File: config.mk
export PLATFORM = sky130hd
export DESIGN_NAME = fetch_ctrl_flat
export DESIGN_NICKNAME = d
export VERILOG_FILES = /design/src/rtl/fetch_if.sv /design/src/rtl/fetch_ctrl.sv /design/src/flat_wrapper.sv
export SDC_FILE = /design/constraint.sdc
export NUM_CORES = 1
export LEC_CHECK = 0
export ABC_AREA = 1
export ABC_CLOCK_PERIOD_IN_PS = 1600
export BUFFER_PORTS_ARGS = -buffer_cell sky130_fd_sc_hd__buf_2
export CORE_MARGIN = 2
export CORE_UTILIZATION = 41
export CTS_BUF_LIST = sky130_fd_sc_hd__clkbuf_16
export CTS_CLUSTER_SIZE = 25
export DETAILED_ROUTE_END_ITERATION = 16
export MAX_ROUTING_LAYER = met4
export PLACE_DENSITY_LB_ADDON = 0.2
export SYNTH_ARGS = -nofsm -noshare
export SYNTH_HDL_FRONTEND = slang
export SYNTH_SLANG_ARGS = --single-unit
File: constraint.sdc
create_clock -name clk -period 1.6 [get_ports clk]
set_input_delay 0.16 -clock clk [delete_from_list [all_inputs] [get_ports clk]]
set_output_delay 0.16 -clock clk [all_outputs]
set_load 0.005 [all_outputs]
File: src/rtl/fetch_if.sv
// rtl/fetch_if.sv - IMEM request/response and decode valid/ready bundle for fetch_ctrl
interface fetch_if;
    logic        imem_fetch;
    logic [31:0] imem_addr;
    logic [31:0] imem_instr;
    logic        imem_fetched;
    logic [31:0] instr_out;
    logic [31:0] pc_out;
    logic        instr_valid;
    logic        instr_ready;

    modport master (
        output imem_fetch, imem_addr, instr_out, pc_out, instr_valid,
        input  imem_instr, imem_fetched, instr_ready
    );

    modport slave (
        input  imem_fetch, imem_addr, instr_out, pc_out, instr_valid,
        output imem_instr, imem_fetched, instr_ready
    );
endinterface

File: src/rtl/fetch_ctrl.sv
// rtl/fetch_ctrl.sv - instruction fetch FSM with redirect, sticky fault, optional retry (FETCH_RETRY_EN)
module fetch_ctrl #(
    parameter logic [31:0] RESET_PC    = 32'h0100_0000,
    parameter int          RETRY_LIMIT = 2
) (
    input  logic        clk,
    input  logic        rst_n,
    input  logic        start,
    input  logic        redirect,
    input  logic [31:0] redirect_pc,
    output logic        fault,
    output logic [31:0] fault_pc,
    fetch_if.master     bus
);

    typedef enum logic [2:0] {
        S_IDLE,
        S_FETCH,
        S_WAIT,
        S_VALID,
        S_FAULT
    } state_t;

    state_t      state, state_nxt;
    logic [31:0] pc, pc_nxt;
    logic        capture;
    logic        set_fault;
    logic        clr_fault;
    logic        fetch_req;

`ifdef FETCH_RETRY_EN
    localparam int RETRY_W = (RETRY_LIMIT > 0) ? $clog2(RETRY_LIMIT + 1) : 1;
    localparam logic [RETRY_W-1:0] RETRY_MAX = RETRY_W'(RETRY_LIMIT);

    logic [RETRY_W-1:0] retry_cnt;
    logic               retry_inc;
    logic               retry_clr;
`endif

    // Next-state and request decode; redirect outranks every other transition.
    always_comb begin
        state_nxt = state;
        pc_nxt    = pc;
        capture   = 1'b0;
        set_fault = 1'b0;
        clr_fault = 1'b0;
        fetch_req = 1'b0;
`ifdef FETCH_RETRY_EN
        retry_inc = 1'b0;
        retry_clr = redirect;
`endif
        case (state)
            S_IDLE: begin
                if (redirect) begin
                    pc_nxt = redirect_pc;
                end else if (start) begin
                    state_nxt = S_FETCH;
                end
            end
            S_FETCH: begin
                if (redirect) begin
                    pc_nxt = redirect_pc;
                end else if (pc[1:0] != 2'b00) begin
                    set_fault = 1'b1;
                    state_nxt = S_FAULT;
                end else begin
                    fetch_req = 1'b1;
                    state_nxt = S_WAIT;
                end
            end
            S_WAIT: begin
                if (redirect) begin
                    pc_nxt    = redirect_pc;
                    state_nxt = S_FETCH;
                end else if (bus.imem_fetched) begin
                    capture   = 1'b1;
                    state_nxt = S_VALID;
`ifdef FETCH_RETRY_EN
                    retry_clr = 1'b1;
                end else if (retry_cnt < RETRY_MAX) begin
                    retry_inc = 1'b1;
                    state_nxt = S_FETCH;
`endif
                end else begin
                    set_fault = 1'b1;
                    state_nxt = S_FAULT;
                end
            end
            S_VALID: begin
                if (redirect) begin
                    pc_nxt    = redirect_pc;
                    state_nxt = S_FETCH;
                end else if (bus.instr_ready) begin
                    pc_nxt    = pc + 32'd4;
                    state_nxt = S_FETCH;
                end
            end
            S_FAULT: begin
                if (redirect) begin
                    pc_nxt    = redirect_pc;
                    clr_fault = 1'b1;
                    state_nxt = S_FETCH;
                end
            end
            default: state_nxt = S_IDLE;
        endcase
    end

    assign bus.imem_fetch  = fetch_req;
    assign bus.imem_addr   = pc;
    assign bus.instr_valid = (state == S_VALID);

    // State, pc and captured instruction/fault registers.
    always_ff @(posedge clk or negedge rst_n) begin
        if (!rst_n) begin
            state         <= S_IDLE;
            pc            <= RESET_PC;
            bus.instr_out <= 32'd0;
            bus.pc_out    <= 32'd0;
            fault         <= 1'b0;
            fault_pc      <= 32'd0;
        end else begin
            state <= state_nxt;
            pc    <= pc_nxt;
            if (capture) begin
                bus.instr_out <= bus.imem_instr;
                bus.pc_out    <= pc;
            end
            if (set_fault) begin
                fault    <= 1'b1;
                fault_pc <= pc;
            end else if (clr_fault) begin
                fault <= 1'b0;
            end
        end
    end

`ifdef FETCH_RETRY_EN
    // Retry counter: cleared by a good capture or any redirect.
    always_ff @(posedge clk or negedge rst_n) begin
        if (!rst_n) begin
            retry_cnt <= '0;
        end else if (retry_clr) begin
            retry_cnt <= '0;
        end else if (retry_inc) begin
            retry_cnt <= retry_cnt + RETRY_W'(1);
        end
    end
`endif

endmodule
File: src/flat_wrapper.sv
// flat-port wrapper written by rule: the top's interface ports become plain ports
module fetch_ctrl_flat 
#(
    parameter logic [31:0] RESET_PC    = 32'h0100_0000,
    parameter int          RETRY_LIMIT = 2
)
  (clk, rst_n, start, redirect, redirect_pc, fault, fault_pc, bus_imem_fetch, bus_imem_addr, bus_instr_out, bus_pc_out, bus_instr_valid, bus_imem_instr, bus_imem_fetched, bus_instr_ready);
  fetch_if bus_i ();
  input  logic clk;
  input  logic rst_n;
  input  logic start;
  input  logic redirect;
  input  logic [31:0] redirect_pc;
  output logic fault;
  output logic [31:0] fault_pc;
  output wire logic [$bits(bus_i.imem_fetch)-1:0] bus_imem_fetch;
  output wire logic [$bits(bus_i.imem_addr)-1:0] bus_imem_addr;
  output wire logic [$bits(bus_i.instr_out)-1:0] bus_instr_out;
  output wire logic [$bits(bus_i.pc_out)-1:0] bus_pc_out;
  output wire logic [$bits(bus_i.instr_valid)-1:0] bus_instr_valid;
  input wire logic [$bits(bus_i.imem_instr)-1:0] bus_imem_instr;
  input wire logic [$bits(bus_i.imem_fetched)-1:0] bus_imem_fetched;
  input wire logic [$bits(bus_i.instr_ready)-1:0] bus_instr_ready;
  assign bus_imem_fetch = bus_i.imem_fetch;
  assign bus_imem_addr = bus_i.imem_addr;
  assign bus_instr_out = bus_i.instr_out;
  assign bus_pc_out = bus_i.pc_out;
  assign bus_instr_valid = bus_i.instr_valid;
  assign bus_i.imem_instr = bus_imem_instr;
  assign bus_i.imem_fetched = bus_imem_fetched;
  assign bus_i.instr_ready = bus_instr_ready;
  fetch_ctrl #(.RESET_PC(RESET_PC), .RETRY_LIMIT(RETRY_LIMIT)) u_core (.clk(clk), .rst_n(rst_n), .start(start), .redirect(redirect), .redirect_pc(redirect_pc), .fault(fault), .fault_pc(fault_pc), .bus(bus_i));
endmodule
* After elaboration in Yosys (flattened, before gate mapping)
Index checks and enable logic that the tools add are counted.
Widths: inputs -> output; s select.
** Word-level totals
- Register bits after elaboration :: 132
- Input bits :: 70
- Output and inout port bits :: 131
- Word-level logic and storage cells :: 53
** Cells by class
- Add/subtract/negate cells :: 1
- Equality and inequality tests :: 10
- Multiplexer cells :: 29
- Reduce and logical (&&, ||, !) cells :: 7
** Operators with widths (count)
- $mux 32 :: 3
- $pmux 32 s2 :: 1
- $add 32x3->32 const B :: 1
- $mux 3 :: 9
- $pmux 3 s5 :: 1
- $mux 1 :: 14
- $ne 2x2->1 const B :: 4
- $eq 3x2->1 const B :: 2
- $reduce_bool 2->1 :: 3
- $reduce_and 5->1 :: 1
- $reduce_or 4->1 :: 1
- $eq 3x1->1 const B :: 1
- $eq 3x3->1 const B :: 1
- $logic_not 3->1 :: 1
- $ne 3x2->1 const B :: 1
- $reduce_and 3->1 :: 1
- $ne 2x1->1 const B :: 1
- $pmux 1 s2 :: 1

* Depth between registers and ports, before layout
Gate-level depths: netlist of the first run.
- Depth in word-level cells :: 5
- Depth in mapped cells :: 11
- Mapped depth without buffers :: 10

* Worst setup path before layout of the first run
Ideal clock, no wire load.
- Kind :: reg2reg
- Start :: reg u_core.pc[3], in the netlist u_core.bus.imem_addr[3]
- End :: reg u_core.pc[12], in the netlist u_core.bus.imem_addr[12]
- Setup time :: 0.123 ns
- Data arrival time :: 1.359 ns
- Data required time :: 1.477 ns
- Slack :: 0.118 ns
- Stages on the path, launching flop included :: 8
- Buffers on the path :: 0
- Period minus slack after synthesis :: 1.482 ns
- Cell sequence :: dfrtp_1 ha_1 inv_1 nor2_1 nand3_1 xor2_1 o21ai_0 nand2_1
** On the way
- Word-level cells in the longest chain between the ends :: 4
** RTL lines
- start, declared :: RTL line fetch_ctrl.sv:25 : logic [31:0] pc, pc_nxt;
- start signal, assigned :: RTL line fetch_ctrl.sv:124 : pc <= pc_nxt;
- $add 32x3->32 :: RTL line fetch_ctrl.sv:94 : pc_nxt = pc + 32'd4;
- $mux 32 :: RTL line fetch_ctrl.sv:93 : end else if (bus.instr_ready) begin
- $mux 32 :: RTL line fetch_ctrl.sv:90 : if (redirect) begin
- $pmux 32 s2 :: RTL line fetch_ctrl.sv:52 : case (state)
No other way between the ends. The select of a mux whose other input is x is not followed.
A chain may end at the register's enable or synchronous reset.

* Worst setup path in the final report of the first run
- Start :: reg u_core.state[1]
- End :: reg u_core.pc[17], in the netlist u_core.bus.imem_addr[17]
** On the way
- Word-level cells in the longest chain between the ends :: 4
- Elaborated cells on any way between the ends :: 11
- Those cells by class :: eq/ne (6); mux (1); reduce/logical (4)
** RTL lines
- start, declared :: RTL line fetch_ctrl.sv:24 : state_t state, state_nxt;
- start signal, assigned :: RTL line fetch_ctrl.sv:123 : state <= state_nxt;
- $eq 3x1->1, or another cell as far along :: RTL line fetch_ctrl.sv:52
- $reduce_or 4->1 (no line)
- $ne 2x1->1 (no line) / $reduce_bool 2->1 (equally long branches)
- $reduce_and 3->1 (no line)
Parallel ways exist; a longest one is shown, timed or not.

==> results of run 1 <==
-- cell type report --
type / count / area (µm²) / share of cell area [%]
clock inverters: 15 / 173 / 1.92
inverters: 99 / 377 / 4.19
multi-input cells: 586 / 2520 / 28.0
clock buffers: 17 / 425 / 4.73
repair buffers: 284 / 1950 / 21.7
flip-flops and latches: 132 / 3310 / 36.8
well taps: 188 / 235 / 2.62
-- worst min path at each step --
| stage | depth (start not counted) | endpoint |
|---|---|---|
| floorplan | 0 | u_core.bus.imem_addr[0] |
| global placement | 1 | u_core.bus.instr_out[23] |
| detailed placement | 1 | u_core.bus.instr_out[23] |
| CTS | 2 | u_core.state[2] |
| global route | 2 | u_core.state[2] |
| finish | 2 | u_core.state[2] |
-- power groups by stage --
stage	Sequential (mW)	Clock, mW	Combinational [mW]
CTS	5.94	4.04	6.22
floorplan	6.04	0	2.85
global route	6.18	4.23	7.60
finish	5.99	3.98	6.76
global placement	5.94	0	6.05
detailed placement	5.98	0	6.13
-- registers in the layout (all words and copies together), names as in the netlist --
register              flops
u_core.fault_pc          32
u_core.bus.pc_out        32
u_core.state              3
u_core.bus.instr_out     32
u_core.fault              1
u_core.bus.imem_addr     32
-- Yosys cell counts --
master / count / area (µm²)
nor3_1: 2 / 10.0
o22ai_1: 6 / 37.5
buf_1: 2 / 7.51
clkbuf_1: 7 / 26.3
a31oi_1: 1 / 6.26
buf_6: 2 / 22.5
inv_1: 94 / 353
ha_1: 1 / 12.5
nor2_1: 62 / 233
buf_2: 19 / 95.1
dfrtp_1: 131 / 3280
dfstp_2: 1 / 26.3
nor3_4: 1 / 16.3
nand2_1: 373 / 1400
nand2_2: 1 / 6.26
xor2_1: 5 / 43.8
a21oi_1: 2 / 10.0
o21ai_1: 31 / 155
o21ai_0: 56 / 280
buf_4: 1 / 7.51
nand4_1: 3 / 18.8
nand3_1: 42 / 210
inv_2: 5 / 18.8
-- what timing repair did --
action,CTS,global route
pin swaps,0,2
hold buffers,36,0
setup buffers,0,5
setup endpoints to repair,1,89
endpoints found under the hold margin,166,0
cloned,0,5
resized for setup,1,40
-- routing by layer --
metal / part of all wire, % / track usage, %
met3: 6.8 / 5.63
met4: 1.6 / 7.76
met2: 46 / 37.8
met5: 0 / -
met1: 45 / 30.8
-- worst max-delay path: cells and delay by family, from the launching register on --
family          cells  cell delay (ns)
flops               1             0.42
simple gates        5             0.43
compound gates      1             0.07
buf+inv             4             0.55
-- kinds of logic (layout without fill, tap and decap cells) --
family | Yosys count | after routing
buf+inv | 130 | 415
xor+xnor | 5 | 5
fa+ha+maj | 1 | 1
compound gates | 96 | 96
flops | 132 | 132
simple gates | 484 | 484
-- metrics by stage --
step / setup slack [ns] / setup TNS (ns) / hold slack, ns / cells
6_report: 0.00974 / 0 / 0.0577 / 1321
5_1_grt: -0.0912 / -1.26 / 0.0480 / 1321
4_1_cts: 0.0138 / 0 / 0.0426 / 1311
3_5_place_dp: 0.0231 / 0 / 0.0411 / 1243
3_3_place_gp: 0.0333 / 0 / 0.0407 / 1243
2_1_floorplan: 0.118 / 0 / -0.136 / 848
==> results.yml, run 1 <==
status:
  status: "finished, final reports clean"
power_and_ir_drop:
  combPwrFrac_pct: 40.4
  leakage_nw: 5.00
  ir_worst_vdd_v: 0.000927
  p_int_mw: 10.4
  p_per_area_nw_per_um2: 1860
  netSwitchingPower_mw: 6.29
  p_seq_share_pct: 35.8
  netSwitchingFraction_pct: 37.6
  p_clk_share_pct: 23.8
  power.total_mw: 16.7
timing:
  fin_skew_ns: 0.00722
  setup_viol: 0
  finalMaxSlewViolations: 0
  final_hold_viol_count: 0
  tightest_slew_ns: 0.387
  max_freq_ghz: 0.629
  period_minus_slack_ns: 1.59
  min_period_over_period_pct: 99.4
  rsz0062_at_grt: "true"
  relSlewSlack_pct: 74.2
setup_path:
  rrSetupSlack_ns: 0.01
  critPathMaxFanout: 6
  cp.arrival_ns: 1.88
  worstPathRequired_ns: 1.89
  reg2regPathDepth: 10
  rr_startpoint: "u_core.state[1]"
  start_kind: "flip-flop"
  crit_path_end_kind: "flip-flop"
  path_class: "reg -> reg"
  crit_start: "u_core.state[1]"
  critPathCapture: "u_core.bus.imem_addr[17]"
  cpMaxStageDelayCell: "dfrtp_1"
  cp_cell_sequence: "inv_2 -> nor2_4 -> nand2_2 -> nand4_1 -> buf_6 -> inv_4 -> buf_12 -> nand3_1 -> nand2_1 -> o21ai_0"
  r2r_end: "u_core.bus.imem_addr[17]"
  cp_slowest_stage_delay_ns: 0.42
route:
  postRouteAntennaNets: 0
  vias: 6303
  wl_per_cell_um: 14.8
  drc: 0
  drtIter0Drc: 411
  routed_via_density: 4.77
  firstDrtPassIters: 5
  wirelength_mm: 19.5
layout:
  drive_above_1_share_pct: 27.4
  layout_commonest_cell: "nand2_1"
  nNetsFinal: 1191
  final_cell_mix: "nand2_1 (370), buf_2 (199), dfrtp_1 (126)"
  fin_util_pct: 59.6
  fillerInstances: 1399
  syn2layout_area_growth_pct: 43.3
  stdcell_area_um2: 8990
  num_antenna_cells: 0
yosys:
  ys_types: 23
  syn-num-nets: 919
  synth-simple-area-share_pct: 30.2
  synthAdderAreaFrac_pct: 0.199
  ys_seq_elements: 132
  synth.avg_cell_area_um2: 7.40
  synthXorXnorAreaFrac_pct: 0.698
  synth_mux_area_share_pct: 0
  syn_area_um2: 6270
  synth_compound_area_share_pct: 7.80
  syn_inst: 848
  synth_top_family_by_area: "simple AND/OR/NAND/NOR gates"
  yosys_warnings: 0
  ys_seq_area_share_pct: 52.7
placed_design:
  gp_congestion: 0.903
  place_area_um2: 7770
  hpwl_mm: 13.4
  port_buffers: 200
floorplan:
  die_w_um: 128
  die_h_um: 128
  die-area_um2: 16300
  start_util_pct: 41.6
  core-area_um2: 15100
  io_pins: 201
  fp-row-count: 45
job:
  drv_cap: 0
hold_path:
  hp-class: "in -> reg"
  min_from: "redirect"
cts:
  clk_latency_ns: 0.42
  cts_buffers: 17
  clockBufferDepth: 2
  cts.sinks: 132
  path_clk_slew_ns: 0.06
  htree_levels: 4
  cts_tree: "built"
  root_buffer: "clkbuf_16"
global_route:
  overflow: 0
  grt_usage_pct: 24.0
  grt_max_degree: 73
  antenna_found_initial: 0
  grt_pass1_wl_mm: 29.5
  grt_pass1_vias: 5795
No activity file was read; power rests on OpenSTA's default activity.
==> inputs of run 2 (changes only) <==
ABC_CLOCK_PERIOD_IN_PS = 1300   (was 1600)
CORE_UTILIZATION = 46   (was 41)
clock period = 1.3 ns   (was 1.6 ns; I/O delays follow)
==> results.yml, run 2 (synthesized netlist as in run 1, its figures left out) <==
timing:
  rsz0062_at_grt: "true"
  relSlewSlack_pct: 75.3
  period_minus_slack_ns: 1.73
  final_hold_viol_count: 0
  min_period_over_period_pct: 133
  tightest_slew_ns: 0.370
  fin_skew_ns: 0.00913
  fin_ws_ns: -0.426
  finalMaxSlewViolations: 0
  max_freq_ghz: 0.579
  setup_viol: 133
setup_path:
  worstPathRequired_ns: 1.60
  critPathMaxFanout: 5
  path_class: "reg -> reg"
  start_kind: "flip-flop"
  cp.arrival_ns: 2.03
  crit_path_end_kind: "flip-flop"
placed_design:
  hpwl_mm: 13.5
  port_buffers: 200
  gp_congestion: 0.927
  place_area_um2: 8100
power_and_ir_drop:
  p_int_mw: 13.5
  power.total_mw: 22.2
  netSwitchingPower_mw: 8.72
  combPwrFrac_pct: 48.0
  leakage_nw: 5.38
  ir_worst_vdd_v: 0.00111
  p_per_area_nw_per_um2: 2280
  p_clk_share_pct: 19.5
  netSwitchingFraction_pct: 39.2
  p_seq_share_pct: 32.5
cts:
  root_buffer: "clkbuf_16"
  clk_latency_ns: 0.43
  htree_levels: 4
  path_clk_slew_ns: 0.06
  clockBufferDepth: 2
  cts_tree: "built"
  cts.sinks: 132
  cts_buffers: 17
layout:
  regArea_um2: 3310
  syn2layout_area_growth_pct: 55.6
  nNetsFinal: 1249
  fillerInstances: 1023
  fin_util_pct: 73.4
  layout_commonest_cell: "nand2_1"
  multi_input_area_um2: 2750
  drive_above_1_share_pct: 35.0
  final_cell_mix: "nand2_1 (339), buf_2 (197), dfrtp_1 (130)"
  stdcell_area_um2: 9760
  num_antenna_cells: 0
route:
  wirelength_mm: 22.5
  firstDrtPassIters: 6
  postRouteAntennaNets: 0
  route.met3.wl_mm: 1.58
  wl_per_cell_um: 16.5
  drtIter0Drc: 530
  met2WireLength_mm: 11.0
  vias: 6898
  drc: 0
  routed_via_density: 5.05
  drt-met1-wl_mm: 9.30
  highest_layer: "met4"
floorplan:
  die_w_um: 121
  die-area_um2: 14600
  die_h_um: 121
  core-area_um2: 13300
  start_util_pct: 47.2
  fp-row-count: 42
  io_pins: 201
global_route:
  antenna_found_initial: 0
  grt_pass1_wl_mm: 30.9
  grt_usage_pct: 28.0
  overflow: 0
  grt_max_degree: 45
  grt_pass1_vias: 6169
status:
  failed_checks: "setup timing"
  status: "finished, violations left"
hold_path:
  hp-class: "in -> reg"
job:
  drv_cap: 0
-- run 2: power by group through the flow --
stage	sequential (mW)	clock (mW)	combinational, mW
global route	7.43	4.58	11.7
finish	7.22	4.34	10.7
CTS	7.13	4.37	9.39
global placement	7.08	0	8.40
detailed placement	7.14	0	8.52
floorplan	7.44	0	3.71
-- run 2: cell type report --
cell class,instances,share of cell area (%)
Sequential cell,132,33.9
Clock inverter,14,1.03
Inverter,99,4.01
Timing Repair Buffer,342,26.3
Tap cell,176,2.26
Multi-Input combinational cell,586,28.2
Clock buffer,17,4.36
-- run 2: metal layers --
metal	up-vias	track usage (%)
met5	-	-
met1	3240	35.1
met2	330	45.8
met4	0	9.74
met3	52	5.52
li1	3276	-
-- run 2: repair_timing --
item	CTS	global route
buffers inserted	11	6
pin swaps	10	18
endpoints found under the setup margin	129	136
hold buffers	36	0
gates resized for setup	56	80
gates cloned	2	11
endpoints found under the hold margin	167	0
-- run 2: stage by stage --
stage	setup TNS [ns]	instances	hold WS, ns	worst slack (ns)
2_1_floorplan	-4.27	848	-0.166	-0.0660
3_3_place_gp	-5.70	1271	0.0566	-0.136
3_5_place_dp	-7.69	1271	0.0574	-0.183
4_1_cts	-18.16	1351	0.00836	-0.234
5_1_grt	-48.58	1366	0.0213	-0.475
6_report	-41.03	1366	0.00813	-0.426
-- run 2: worst max-delay path, cell delays in order (launching register included) --
cell and delay, ns:
dfrtp_1 0.40, inv_2 0.09, buf_6 0.11, nor2_4 0.04, nand2_2 0.07, nand4_1 0.19, buf_6 0.22, buf_12 0.13
buf_16 0.13, o21ai_2 0.12, o21ai_1 0.08
-- run 2: worst paths after layout --
path,from,to,slack [ns],cells after the start
hold reg to reg,u_core.bus.instr_out[21],u_core.bus.instr_out[21],0.47,2
setup / recovery,u_core.state[1],u_core.bus.imem_addr[2],-0.43,10
setup reg to reg,u_core.state[1],u_core.bus.imem_addr[2],-0.43,10
max in group asynchronous,rst_n,u_core.state[0],0.60,3
hold / removal,redirect_pc[7],u_core.bus.imem_addr[7],0.008,5
min in group asynchronous,rst_n,u_core.fault_pc[17],0.18,2
